==> src/rtl/aes_round_if.sv <==
// AES round-stage handshake bundle: SubBytes/round-key input side and round-result output side.
interface aes_round_if;
    localparam int unsigned DATA_W = 128;
    localparam int unsigned IDX_W  = 4;

    logic [DATA_W-1:0] sb_data;
    logic [DATA_W-1:0] round_key;
    logic              in_valid;
    logic              in_ready;
    logic [DATA_W-1:0] out_data;
    logic              out_valid;
    logic              out_ready;
    logic              out_last;
    logic [IDX_W-1:0]  round_idx;

    modport master (
        output sb_data, round_key, in_valid, out_ready,
        input  in_ready, out_data, out_valid, out_last, round_idx
    );

    modport slave (
        input  sb_data, round_key, in_valid, out_ready,
        output in_ready, out_data, out_valid, out_last, round_idx
    );
endinterface

==> src/rtl/aes_round_stage.sv <==
// One AES encryption round after SubBytes: ShiftRows, MixColumns (skipped in round 10), AddRoundKey.
// Define AES_ROUND_SKID_BUFFER_EN to add a skid entry and a fully registered in_ready.
module aes_round_stage (
    input  logic         clk,
    input  logic         rst_n,
    aes_round_if.slave   bus
);
    localparam int unsigned DATA_W     = 128;
    localparam int unsigned IDX_W      = 4;
    localparam int unsigned LAST_ROUND = 10;

    typedef enum logic [1:0] {
        ST_EMPTY = 2'd0,
        ST_ONE   = 2'd1,
        ST_TWO   = 2'd2
    } occ_t;

    function automatic logic [7:0] xtime(input logic [7:0] b);
        return {b[6:0], 1'b0} ^ (b[7] ? 8'h1b : 8'h00);
    endfunction

    // Byte i of the state sits at bits [127-8i -: 8]; row = i%4, column = i/4.
    function automatic logic [DATA_W-1:0] shift_rows(input logic [DATA_W-1:0] s);
        logic [DATA_W-1:0] r;
        r = '0;
        for (int c = 0; c < 4; c++) begin
            for (int row = 0; row < 4; row++) begin
                r[127-8*(4*c+row) -: 8] = s[127-8*(4*((c+row)%4)+row) -: 8];
            end
        end
        return r;
    endfunction

    function automatic logic [DATA_W-1:0] mix_columns(input logic [DATA_W-1:0] s);
        logic [DATA_W-1:0] r;
        logic [7:0] a0, a1, a2, a3;
        r = '0;
        for (int c = 0; c < 4; c++) begin
            a0 = s[127-32*c -: 8];
            a1 = s[119-32*c -: 8];
            a2 = s[111-32*c -: 8];
            a3 = s[103-32*c -: 8];
            r[127-32*c -: 8] = xtime(a0) ^ xtime(a1) ^ a1 ^ a2 ^ a3;
            r[119-32*c -: 8] = a0 ^ xtime(a1) ^ xtime(a2) ^ a2 ^ a3;
            r[111-32*c -: 8] = a0 ^ a1 ^ xtime(a2) ^ xtime(a3) ^ a3;
            r[103-32*c -: 8] = xtime(a0) ^ a0 ^ a1 ^ a2 ^ xtime(a3);
        end
        return r;
    endfunction

    occ_t              state_q, state_d;
    logic              out_valid_q, out_valid_d;
    logic [DATA_W-1:0] out_data_q, out_data_d;
    logic              out_last_q, out_last_d;
    logic [IDX_W-1:0]  round_q, round_d;

    logic              push, pop, is_last;
    logic [DATA_W-1:0] sr_data, mc_data, result;

`ifdef AES_ROUND_SKID_BUFFER_EN
    logic [DATA_W-1:0] skid_data_q, skid_data_d;
    logic              skid_last_q, skid_last_d;
    logic              in_ready_q, in_ready_d;

    assign bus.in_ready = in_ready_q;
`else
    assign bus.in_ready = !out_valid_q || bus.out_ready;
`endif

    assign push = bus.in_valid && bus.in_ready;
    assign pop  = out_valid_q && bus.out_ready;

    // Round datapath feeds only the result registers.
    assign is_last = (round_q == IDX_W'(LAST_ROUND));
    assign sr_data = shift_rows(bus.sb_data);
    assign mc_data = mix_columns(sr_data);
    assign result  = (is_last ? sr_data : mc_data) ^ bus.round_key;

    // State and result registers.
    always_ff @(posedge clk or negedge rst_n) begin
        if (!rst_n) begin
            state_q     <= ST_EMPTY;
            out_valid_q <= 1'b0;
            out_data_q  <= '0;
            out_last_q  <= 1'b0;
            round_q     <= IDX_W'(1);
`ifdef AES_ROUND_SKID_BUFFER_EN
            skid_data_q <= '0;
            skid_last_q <= 1'b0;
            in_ready_q  <= 1'b1;
`endif
        end else begin
            state_q     <= state_d;
            out_valid_q <= out_valid_d;
            out_data_q  <= out_data_d;
            out_last_q  <= out_last_d;
            round_q     <= round_d;
`ifdef AES_ROUND_SKID_BUFFER_EN
            skid_data_q <= skid_data_d;
            skid_last_q <= skid_last_d;
            in_ready_q  <= in_ready_d;
`endif
        end
    end

    // Occupancy, round counter and result steering.
    always_comb begin
        state_d    = state_q;
        out_data_d = out_data_q;
        out_last_d = out_last_q;
        round_d    = round_q;
`ifdef AES_ROUND_SKID_BUFFER_EN
        skid_data_d = skid_data_q;
        skid_last_d = skid_last_q;
`endif

        if (push) begin
            round_d = is_last ? IDX_W'(1) : round_q + IDX_W'(1);
        end

        case (state_q)
            ST_EMPTY: begin
                if (push) begin
                    out_data_d = result;
                    out_last_d = is_last;
                    state_d    = ST_ONE;
                end
            end
            ST_ONE: begin
                if (push) begin
                    if (pop) begin
                        out_data_d = result;
                        out_last_d = is_last;
                    end
`ifdef AES_ROUND_SKID_BUFFER_EN
                    else begin
                        skid_data_d = result;
                        skid_last_d = is_last;
                        state_d     = ST_TWO;
                    end
`endif
                end else if (pop) begin
                    state_d = ST_EMPTY;
                end
            end
`ifdef AES_ROUND_SKID_BUFFER_EN
            ST_TWO: begin
                // in_ready is low here, so only a drain of the output entry can occur.
                if (pop) begin
                    out_data_d = skid_data_q;
                    out_last_d = skid_last_q;
                    state_d    = ST_ONE;
                end
            end
`endif
            default: state_d = ST_EMPTY;
        endcase

        out_valid_d = (state_d != ST_EMPTY);
`ifdef AES_ROUND_SKID_BUFFER_EN
        in_ready_d  = (state_d != ST_TWO);
`endif
    end

    assign bus.out_valid = out_valid_q;
    assign bus.out_data  = out_data_q;
    assign bus.out_last  = out_last_q;
    assign bus.round_idx = round_q;

endmodule

==> src/flat_wrapper.sv <==
// flat-port wrapper written by rule: the top's interface ports become plain ports
module aes_round_stage_flat 
  (clk, rst_n, bus_sb_data, bus_round_key, bus_in_valid, bus_out_ready, bus_in_ready, bus_out_data, bus_out_valid, bus_out_last, bus_round_idx);
  aes_round_if bus_i ();
  input  logic clk;
  input  logic rst_n;
  input wire logic [$bits(bus_i.sb_data)-1:0] bus_sb_data;
  input wire logic [$bits(bus_i.round_key)-1:0] bus_round_key;
  input wire logic [$bits(bus_i.in_valid)-1:0] bus_in_valid;
  input wire logic [$bits(bus_i.out_ready)-1:0] bus_out_ready;
  output wire logic [$bits(bus_i.in_ready)-1:0] bus_in_ready;
  output wire logic [$bits(bus_i.out_data)-1:0] bus_out_data;
  output wire logic [$bits(bus_i.out_valid)-1:0] bus_out_valid;
  output wire logic [$bits(bus_i.out_last)-1:0] bus_out_last;
  output wire logic [$bits(bus_i.round_idx)-1:0] bus_round_idx;
  assign bus_i.sb_data = bus_sb_data;
  assign bus_i.round_key = bus_round_key;
  assign bus_i.in_valid = bus_in_valid;
  assign bus_i.out_ready = bus_out_ready;
  assign bus_in_ready = bus_i.in_ready;
  assign bus_out_data = bus_i.out_data;
  assign bus_out_valid = bus_i.out_valid;
  assign bus_out_last = bus_i.out_last;
  assign bus_round_idx = bus_i.round_idx;
  aes_round_stage u_core (.clk(clk), .rst_n(rst_n), .bus(bus_i));
endmodule
==> config.mk <==
export PLATFORM = sky130hd
export DESIGN_NAME = aes_round_stage_flat
export DESIGN_NICKNAME = d
export VERILOG_FILES = /design/src/rtl/aes_round_if.sv /design/src/rtl/aes_round_stage.sv /design/src/flat_wrapper.sv
export SDC_FILE = /design/constraint.sdc
export NUM_CORES = 1
export LEC_CHECK = 0
export CAP_MARGIN = 25
export CORE_AREA = 2 2 211 213
export DETAILED_ROUTE_END_ITERATION = 8
export DIE_AREA = 0 0 213 215
export GPL_TIMING_DRIVEN = 0
export PLACE_DENSITY = 0.59
export SKIP_LAST_GASP = 1
export SYNTH_ARGS = -nofsm -noshare
export SYNTH_HDL_FRONTEND = slang
export SYNTH_SLANG_ARGS = --single-unit
==> constraint.sdc <==
create_clock -name clk -period 2.6 [get_ports clk]
set_input_delay 0.26 -clock clk [delete_from_list [all_inputs] [get_ports clk]]
set_output_delay 0.26 -clock clk [all_outputs]
set_load 0.05 [all_outputs]
### Yosys cells after proc, flatten, opt, wreduce, memory -nomap -nowiden

Cells that the tools add are included.

| word-level totals | value |
|---|---|
| bits in registers | 136 |
| bits of input ports | 260 |
| output and inout bits | 135 |
| word-level logic and storage cells | 130 |

| cells by class | value |
|---|---|
| add/subtract/negate cells | 1 |
| eq/ne operators | 5 |
| muxes and demuxes | 30 |
| bitwise operators | 81 |
| reductions and logical operators | 8 |

Operators with widths:

| operator | count |
|---|---|
| $xor A8 B8 Y8 | 80 |
| $mux W128 | 4 |
| $pmux W128 S2 | 1 |
| $xor A128 B128 Y128 | 1 |
| $mux W5 | 16 |
| $mux W2 | 3 |
| $ne A2 B1 Y1 const B | 3 |
| $add A4 B1 Y4 const B | 1 |
| $eq A4 B4 Y1 const B | 1 |
| $mux W4 | 1 |
| $pmux W2 S2 | 1 |
| $reduce_and A4 Y1 | 1 |
| $reduce_bool A2 Y1 | 2 |
| $mux W1 | 3 |
| $eq A2 B1 Y1 const B | 1 |
| $logic_and A1 B1 Y1 | 2 |
| $logic_not A2 Y1 | 1 |
| $pmux W1 S2 | 1 |
| $logic_not A1 Y1 | 1 |
| $logic_or A1 B1 Y1 | 1 |

### Logic depth before layout (Yosys ltp)

Gate-level depths: netlist of the first run.

| depth | value |
|---|---|
| depth after elaboration | 11 |
| depth in mapped cells | 9 |
| mapped depth without buffers | 5 |

### Least setup slack after synthesis of the first run

No wires, ideal clock.

| timing | value |
|---|---|
| path type | flip-flop to flip-flop |
| from | register u_core.out_valid_q (netlist: u_core.bus.out_valid) |
| to | register u_core.out_data_q[25] (netlist: u_core.bus.out_data[25]) |
| setup time | 0.095 ns |
| arrival time | 2.292 ns |
| data required time | 2.505 ns |
| path slack | 0.212 ns |
| cell stages (with the launch flop) | 9 |
| path buffers | 4 |
| period minus slack after synthesis | 2.388 ns |
| path through | dfrtp_1 -> nand2b_1 -> nand4b_1 -> buf_2 -> buf_2 -> buf_2 -> buf_2 -> nand2_1 -> o31ai_1 |

| on the way | value |
|---|---|
| cells in the longest elaborated chain, start to end | 5 |
| elaborated cells on any way between the ends | 8 |

RTL lines:

| item | RTL line | source |
|---|---|---|
| start: declaration | aes_round_stage.sv:52 | `logic out_valid_q, out_valid_d;` |
| start signal: assignment | aes_round_stage.sv:94 | `out_valid_q <= out_valid_d;` |
| $logic_not A1 Y1 * | aes_round_stage.sv:67 | `assign bus.in_ready = !out_valid_q \|\| bus.out_ready;` |
| $logic_or A1 B1 Y1 * | aes_round_stage.sv:67 |  |
| net bus_in_ready | flat_wrapper.sv:11 | `output wire logic [$bits(bus_i.in_ready)-1:0] bus_in_ready;` |
| $logic_and A1 B1 Y1 * | aes_round_stage.sv:70 | `assign push = bus.in_valid && bus.in_ready;` |
| $ne A2 B1 Y1 (no source line) | n/a |  |
| $reduce_and A4 Y1 (no source line) * | n/a |  |
| end signal: assignment | aes_round_stage.sv:95 | `out_data_q <= out_data_d;` |
| end: declaration | aes_round_stage.sv:53 | `logic [DATA_W-1:0] out_data_q, out_data_d;` |

The timed path passes the listed nets; every way through them passes the cells marked *.
A chain may end at the register's enable or synchronous reset.

### Final worst setup path of the first run

| timing | value |
|---|---|
| from | register u_core.round_q[0] (netlist: u_core.bus.round_idx[0]) |
| to | register u_core.out_data_q[120] (netlist: u_core.bus.out_data[120]) |

| on the way | value |
|---|---|
| cells in the longest elaborated chain, start to end | 6 |
| elaborated cells on any way between the ends | 7 |

RTL lines:

| item | RTL line | source |
|---|---|---|
| start: declaration | aes_round_stage.sv:55 | `logic [IDX_W-1:0] round_q, round_d;` |
| start signal: assignment | aes_round_stage.sv:97 | `round_q <= round_d;` |
| $eq A4 B4 Y1 * | aes_round_stage.sv:74 | `assign is_last = (round_q == IDX_W'(LAST_ROUND));` |
| $mux W128 * | aes_round_stage.sv:77 | `assign result = (is_last ? sr_data : mc_data) ^ bus.round_key;` |
| $xor A128 B128 Y128 * | aes_round_stage.sv:77 |  |
| $mux W128 | aes_round_stage.sv:131 | `if (pop) begin` |
| $mux W128 | aes_round_stage.sv:130 | `if (push) begin` |
| $pmux W128 S2 * | aes_round_stage.sv:121 | `case (state_q)` |

Every way passes the cells marked *; elsewhere a longest branch is shown, timed or not. The select of a mux whose other input is x is not followed.

==> metrics.md, run 1 <==
| Metric | Value |
|---|---|
| Status | `completed` |
| Post-DR wirelength/cell | `about 20 um` |
| Setup ws final | `0.244 ns` |
| Syn. warnings | `0` |
| CP Data Required Time | `2.96 ns` |
| Synth async-reset ratio | `1.00` |
| FF-to-FF End | `u_core.bus.out_data[120]` |
| Hold path depth | `5` |
| Placed Area | `16900 sq um` |
| Worst Hold End | `u_core.bus.out_data[27]` |
| DRC Markers | `0` |
| FF-to-FF path depth | `8` |
| HPWL after DPL | `about 35000 um` |
| Crit path capture type | `flip-flop` |
| Top-count cell post-synth | `nand2_1` |
| Clk buf depth | `2` |
| Final Cell Area | `17500 sq um` |
| Die area | `around 46000 sq um` |
| CTS root buf | `clkbuf_16` |
| Initial antenna violation count | `2` |
| Share of cells above drive strength 1 | `0.0752` |
| Finished Core Util | `0.402` |
| DP Cell Count | `2126` |
| RSZ-0062 raised after global routing | `false` |
| P&R area growth vs syn | `40.2%` |
| Max rail drop VDD | `547 uV` |
| TNS Setup | `0 ns` |
| Initial core utilization | `0.286` |
| Clock sinks | `136` |
| Rel. slew slack | `0.482` |
| Slew @ Worst Pin | `~0.77 ns` |
| FF+latch count, synth | `136` |
| Slowest cell on the critical path | `dfstp_2` |
| CP Cell Sequence | `buf_2, and4bb_1, buf_2, buf_4, buf_2, o21ai_1, xnor2_1, o21ai_1` |
| Post-synth EDFFs | `0` |
| Total GRT Usage | `0.196` |
| Avg Inst Size Synth | `between 10 and 15 sq um` |
| Final setup fails | `0` |
| Leak | `7.96 nW` |
| First-pass GRT wire length | `65900 um` |
| CP Buf/Inv Count | `4` |
| Worst EP arrival | `2.72 ns` |
| Top cell type's share of synthesized area | `0.270` |
| Cell count after synthesis | `1176` |
| Clk_skew | `0.0130 ns` |
| Multi-input gate area | `8660 sq um` |
| ANT nets after route | `0` |
| Vias post-DR | `9885` |
| Largest net degree at the start of global routing | `76` |
| Final Max Slew Viols | `0` |
| Clock-pin transition on the worst setup and hold timing paths | `0.07 ns` |
| IO Count | `395` |
| Cell taking the most area after synthesis | `dfrtp_1` |
| CP max FO | `10` |
| Die Span Y | `215 um` |
| TritonCTS buffer count | `17` |
| CORE AREA | `43600 sq um` |
| Synthesized net count | `1436` |
| Register area share after synthesis | `0.272` |
| Antenna Cells | `0` |
| Remaining Overflow, GRT | `0` |
| Final Hold Fails | `0` |
| Min cycle time layout | `2.36 ns` |
| First drt pass iteration count | `5` |
| Max-cap violations | `0` |
| Seq. cell area | `3400 sq um` |
| Maximum clock rate | `424 MHz` |
| Crit share post-route | `0.906` |
| Nets | `1816` |
| Worst hold start | `bus_sb_data[27]` |
| Final WL | `about 44000 um` |
| Reg-to-reg slack, setup | `0.24 ns` |
| Non-Filler Instances | `2161` |
| Commonest cells post-synth | `224 x nand2_1, 208 x o21ai_1, 206 x xnor2_1` |
| Power Density | `a little over 900 nW/um^2` |
| Die width | `213 um` |
| Reg-to-reg critical path startpoint | `u_core.bus.round_idx[0]` |
| Number of global-route vias before repair | `approximately 10000` |
| # fillers | `between 4000 and 5000` |
| Largest stage delay, worst path | `around 0.37 ns` |
| Iter 0 DRT Violations | `roughly 500` |
| Vias/cell | `about 4.6` |
| Top FF cell, synth | `dfrtp_1` |
| H-tree depth | `4` |
| Crit Path Class | `reg2reg` |
| Clk Latency, worst-skew pair | `between 0.4 and 0.5 ns` |
| Worst Hold Class | `in2reg` |
| Top Family by Delay on Critical Path | `buffers and inverters` |
| Count of cell types in the netlist | `42` |
| GPL Wtd Cong | `0.831` |
| Setup WS pre-CTS | `-0.816 ns` |
| Post-Syn Area | `12500 sq um` |
| CP startpoint kind | `flip-flop` |
| Synth area leaders | `dfrtp_1 27%, xnor3_1 22%, xnor2_1 14%, o21ai_1 8.3%, nand2_1 6.7%` |
| Floorplan row count | `77` |
| CTS tree | `yes` |
| PortBufs | `357` |
| Top cell by count, worst path | `buf_2` |
state kept, by name, indices dropped and copies added, names as in the netlist:
| name | count |
|---|---|
| u_core.bus.out_valid | 1 |
| u_core.state_q | 2 |
| u_core.bus.out_data | 128 |
| u_core.bus.round_idx | 4 |
| u_core.bus.out_last | 1 |
layer usage:
metal | GRT usage | vias to the layer above | share of wire
met5 | 0 | - | 0.00029
met4 | 0.0548 | 2 | 0.017
met3 | 0.0506 | 36 | 0.060
met2 | 0.321 | 302 | 0.49
met1 | 0.255 | 4835 | 0.44
li1 | - | 4710 | -
what timing repair did:
action	CTS	global route
hold buffers	1	0
setup endpoints to repair	127	19
endpoints found under the hold margin	60	0
resized for setup	5	0
buffers inserted	0	2
cells by family (layout without fill, tap and decap cells):
kind of cell	count (synthesis)	in the layout	synth area share
buffers and inverters	92	485	0.0357
and+or+nand+nor	253	253	0.0818
AOI/OAI and AO/OA	237	237	0.101
other	1	1	0.000300
xor gates and xnor gates	427	427	0.485
DFF	136	136	0.272
muxes	30	30	0.0242
placed cells by master (no fill, tap or decap), types with 4 or more instances in the layout:
cell / count
and2_1: 4
buf_4: 10
clkdlybuf4s50_1: 356
xnor2_2: 11
o21ai_2: 6
xor3_1: 31
dfrtp_1: 135
xnor3_1: 124
clkbuf_16: 17
a211oi_1: 5
mux2i_1: 28
buf_6: 4
o21ai_1: 208
inv_6: 5
o21ai_0: 4
clkbuf_1: 27
buf_2: 43
buf_1: 9
xor2_1: 51
nand2_1: 224
xnor2_1: 206
nand2b_1: 6
bufinv_16: 4
nand3_1: 5
power breakdown:
part	internal [mW]	switching (mW)
clock network	1.63	1.16
logic	4.04	6.00
registers	2.95	0.485
layout make-up:
cell class / instances / share of cell area
Sequential cell: 136 / 0.194
Tap cell: 592 / 0.0423
Timing Repair Buffer: 361 / 0.207
Clock inverter: 14 / 0.0120
Buffer: 92 / 0.0261
Multi-Input combinational cell: 948 / 0.494
Clock buffer: 18 / 0.0245
tightest hold or removal path: stages:
cell     delay, ns
buf_6         0.10
nand2_1       0.06
o21ai_2       0.08
xnor2_1       0.07
o21ai_1       0.10
how the worst max path moves through the flow:
| stage | slack, ns | to | cells past startpoint | from |
|---|---|---|---|---|
| after floorplan | 0.21 | u_core.bus.out_data[25] | 8 | u_core.bus.out_valid |
| after global placement | -4.80 | u_core.bus.out_data[102] | 1 | rst_n |
| after detailed placement | -0.82 | u_core.bus.out_data[110] | 9 | bus_out_ready |
| after CTS | 0.06 | u_core.bus.out_data[81] | 8 | u_core.bus.out_valid |
| after global routing | 0.05 | u_core.bus.out_data[120] | 8 | u_core.bus.round_idx[0] |
| final | 0.24 | u_core.bus.out_data[120] | 8 | u_core.bus.round_idx[0] |
metrics by stage:
step / power, mW / hold WS [ns]
global placement: 13.5 / 0.460
finish: 16.3 / 0.240
global route: 17.2 / 0.262
detailed placement: 13.6 / 0.280
CTS: 16.5 / 0.202
floorplan: 10.2 / -0.0356
Power figures use the tool's default switching activity.
==> run 2, diff against run 1 <==
--- a/config.mk
+++ b/config.mk
@@ -12,6 +12,7 @@
 export GPL_TIMING_DRIVEN = 0
 export PLACE_DENSITY = 0.59
 export SKIP_LAST_GASP = 1
+export SLEW_MARGIN = 20
 export SYNTH_ARGS = -nofsm -noshare
 export SYNTH_HDL_FRONTEND = slang
 export SYNTH_SLANG_ARGS = --single-unit
==> run 2 against run 1 <==
Setup slack got worse by 0.0041 ns. Via count fell by 1.4%. Clock power barely moved. Sequential share of layout area barely moved. Sequential power barely moved. Critical path type unchanged. Critical endpoint unchanged. Largest power group unchanged.
==> metrics.md, run 2 (synthesized netlist as in run 1, its figures left out) <==
| Metric | Value |
|---|---|
| Status | `completed` |
| Worst hold start | `bus_sb_data[27]` |
| DP Cell Count | `2127 (+0.047%)` |
| Die area | `45800 sq um (unchanged)` |
| P&R area growth vs syn | `40.3% (about the same)` |
| Crit share post-route | `0.908 (+0.00159)` |
| Power Density | `927 nW/um^2 (-0.12%)` |
| ANT nets after route | `0 (unchanged)` |
| Placed Area | `16900 sq um (about the same)` |
| Max-cap violations | `0 (unchanged)` |
| CP Data Required Time | `2.98 ns (+0.02 ns)` |
| Die Span Y | `215 um (unchanged)` |
| Largest stage delay, worst path | `0.37 ns (about the same)` |
| Largest net degree at the start of global routing | `76 (unchanged)` |
| CTS tree | `yes` |
| Non-Filler Instances | `2161 (unchanged)` |
| CP max FO | `10 (unchanged)` |
| Min cycle time layout | `2.36 ns (+0.00412 ns)` |
| Maximum clock rate | `424 MHz (-0.17%)` |
| Max rail drop VDD | `584 uV (+6.9%)` |
| Max FFs per register | `128 (unchanged)` |
| H-tree depth | `4 (unchanged)` |
| FF-to-FF path depth | `8 (unchanged)` |
| Most frequent cells in the layout | `356 x clkdlybuf4s50_1, 224 x nand2_1, 208 x o21ai_1` |
| Die width | `213 um (unchanged)` |
| Nets | `1816 (unchanged)` |
| Total GRT Usage | `0.195 (-0.000712)` |
| Leak | `7.97 nW (+0.10%)` |
| Worst hold margin | `0.248 ns (+0.00820 ns)` |
| Total power | `16.3 mW (about the same)` |
| Remaining Overflow, GRT | `0 (unchanged)` |
| Slew @ Worst Pin | `0.691 ns (-0.0820 ns)` |
| TritonCTS buffer count | `17 (unchanged)` |
| Final Max Slew Viols | `0 (unchanged)` |
| PortBufs | `357 (unchanged)` |
| DRC Markers | `0 (unchanged)` |
| CP startpoint kind | `flip-flop` |
| Final WL | `44000 um (-0.27%)` |
| Iter 0 DRT Violations | `514 (+2.4%)` |
| Worst Hold Class | `in2reg` |
| Clk buf depth | `2 (unchanged)` |
| Hold path depth | `5 (unchanged)` |
| GPL Wtd Cong | `0.831 (unchanged)` |
| Vias/cell | `4.51 (-1.4%)` |
| HPWL after DPL | `34600 um (-0.52%)` |
| TNS Setup | `0 ns (unchanged)` |
| Floorplan row count | `77 (unchanged)` |
| CTS root buf | `clkbuf_16` |
| Clk Latency, worst-skew pair | `0.50 ns (about the same)` |
| Final setup fails | `0 (unchanged)` |
| Final Hold Fails | `0 (unchanged)` |
| Clock-pin transition on the worst setup and hold timing paths | `0.07 ns (about the same)` |
| Reg-to-reg critical path startpoint | `u_core.bus.round_idx[0]` |
| FF-to-FF End | `u_core.bus.out_data[120]` |
| Rel. slew slack | `0.539 (+0.0569)` |
| IO Count | `395 (unchanged)` |
| Clk_skew | `0.0142 ns (+0.00119 ns)` |
| First-pass GRT wire length | `65500 um (-0.71%)` |
| Post-DR wirelength/cell | `20.4 um (-0.27%)` |
| Antenna Cells | `0 (unchanged)` |
| CP Cell Sequence | `buf_2, and4bb_1, buf_2, buf_4, buf_2, o21ai_1, xnor2_1, o21ai_1` |
| Share of cells above drive strength 1 | `0.0752 (unchanged)` |
| First drt pass iteration count | `5 (unchanged)` |
| Worst Hold End | `u_core.bus.out_data[27]` |
| RSZ-0062 raised after global routing | `false` |
| Worst EP arrival | `2.74 ns (+0.02 ns)` |
| Crit path capture type | `flip-flop` |
| Most common cell after layout, fill and taps aside | `clkdlybuf4s50_1` |
| Top cell by count, worst path | `buf_2` |
| Initial core utilization | `0.286 (unchanged)` |
| Clock sinks | `136 (unchanged)` |
| Final Cell Area | `17500 sq um (about the same)` |
| Reg-to-reg slack, setup | `0.24 ns (about the same)` |
| Number of global-route vias before repair | `10178 (-1.7%)` |
| CORE AREA | `43600 sq um (unchanged)` |
| Initial antenna violation count | `2 (unchanged)` |
| Crit Path Class | `reg2reg` |
| Slowest cell on the critical path | `dfstp_2` |
| Vias post-DR | `9745 (-1.4%)` |
==> run 2: through the flow <==
| stage | util | setup slack, ns |
|---|---|---|
| 2_1_floorplan | - | 0.212 |
| 3_3_place_gp | 0.385 | -4.80 |
| 3_5_place_dp | 0.386 | -0.862 |
| 4_1_cts | 0.402 | 0.0203 |
| 5_1_grt | 0.402 | 0.0643 |
| 6_report | 0.402 | 0.240 |
==> run 2: layer usage <==
metal | GRT usage | vias up | routed length (um)
met5 | 0 | - | 22
met1 | 0.255 | 4728 | 19600
li1 | - | 4702 | -
met4 | 0.0522 | 4 | 749
met2 | 0.317 | 272 | 21200
met3 | 0.0548 | 39 | 2470
==> run 2: what timing repair did <==
| item | CTS | global route |
|---|---|---|
| hold buffers | 1 | 0 |
| gates resized for setup | 5 | 0 |
| setup buffers | 0 | 1 |
| setup endpoints to repair | 127 | 39 |
| hold endpoints to repair | 60 | 0 |
==> run 2: worst max-delay path by stage <==
stage / start / to / slack [ns]
floorplan: u_core.bus.out_valid / u_core.bus.out_data[25] / 0.21
finish: u_core.bus.round_idx[0] / u_core.bus.out_data[120] / 0.24
detailed placement: bus_out_ready / u_core.bus.out_data[110] / -0.86
CTS: u_core.bus.out_valid / u_core.bus.out_data[81] / 0.02
global route: u_core.bus.out_valid / u_core.bus.out_data[84] / 0.06
global placement: rst_n / u_core.bus.out_data[102] / -4.80
==> run 2: cell type report <==
type / instances / area (sq um)
fill: 4232 / 26100
multi-input combinational: 948 / 8660
timing repair buffer: 361 / 3640
sequential: 136 / 3400
tap: 592 / 741
buffer: 92 / 458
clock buffer: 18 / 429
clock inverter: 14 / 210
==> run 2: worst max-delay path, delay by kind of cell, from the launching register on <==
kind,cells,cell delay [ns]
compound gates,2,0.30
simple gates,1,0.24
buf+inv,4,1.14
xor+xnor,1,0.18
flops,1,0.37
==> run 2: where the power goes <==
| part | total, mW | switching, mW | leakage, nW | internal (mW) |
|---|---|---|---|---|
| Combinational | 10.0 | 5.99 | 5.98 | 4.04 |
| Clock | 2.79 | 1.16 | 0.306 | 1.63 |
| Sequential | 3.44 | 0.487 | 1.68 | 2.95 |
| Total | 16.3 | 7.64 | 7.97 | 8.62 |
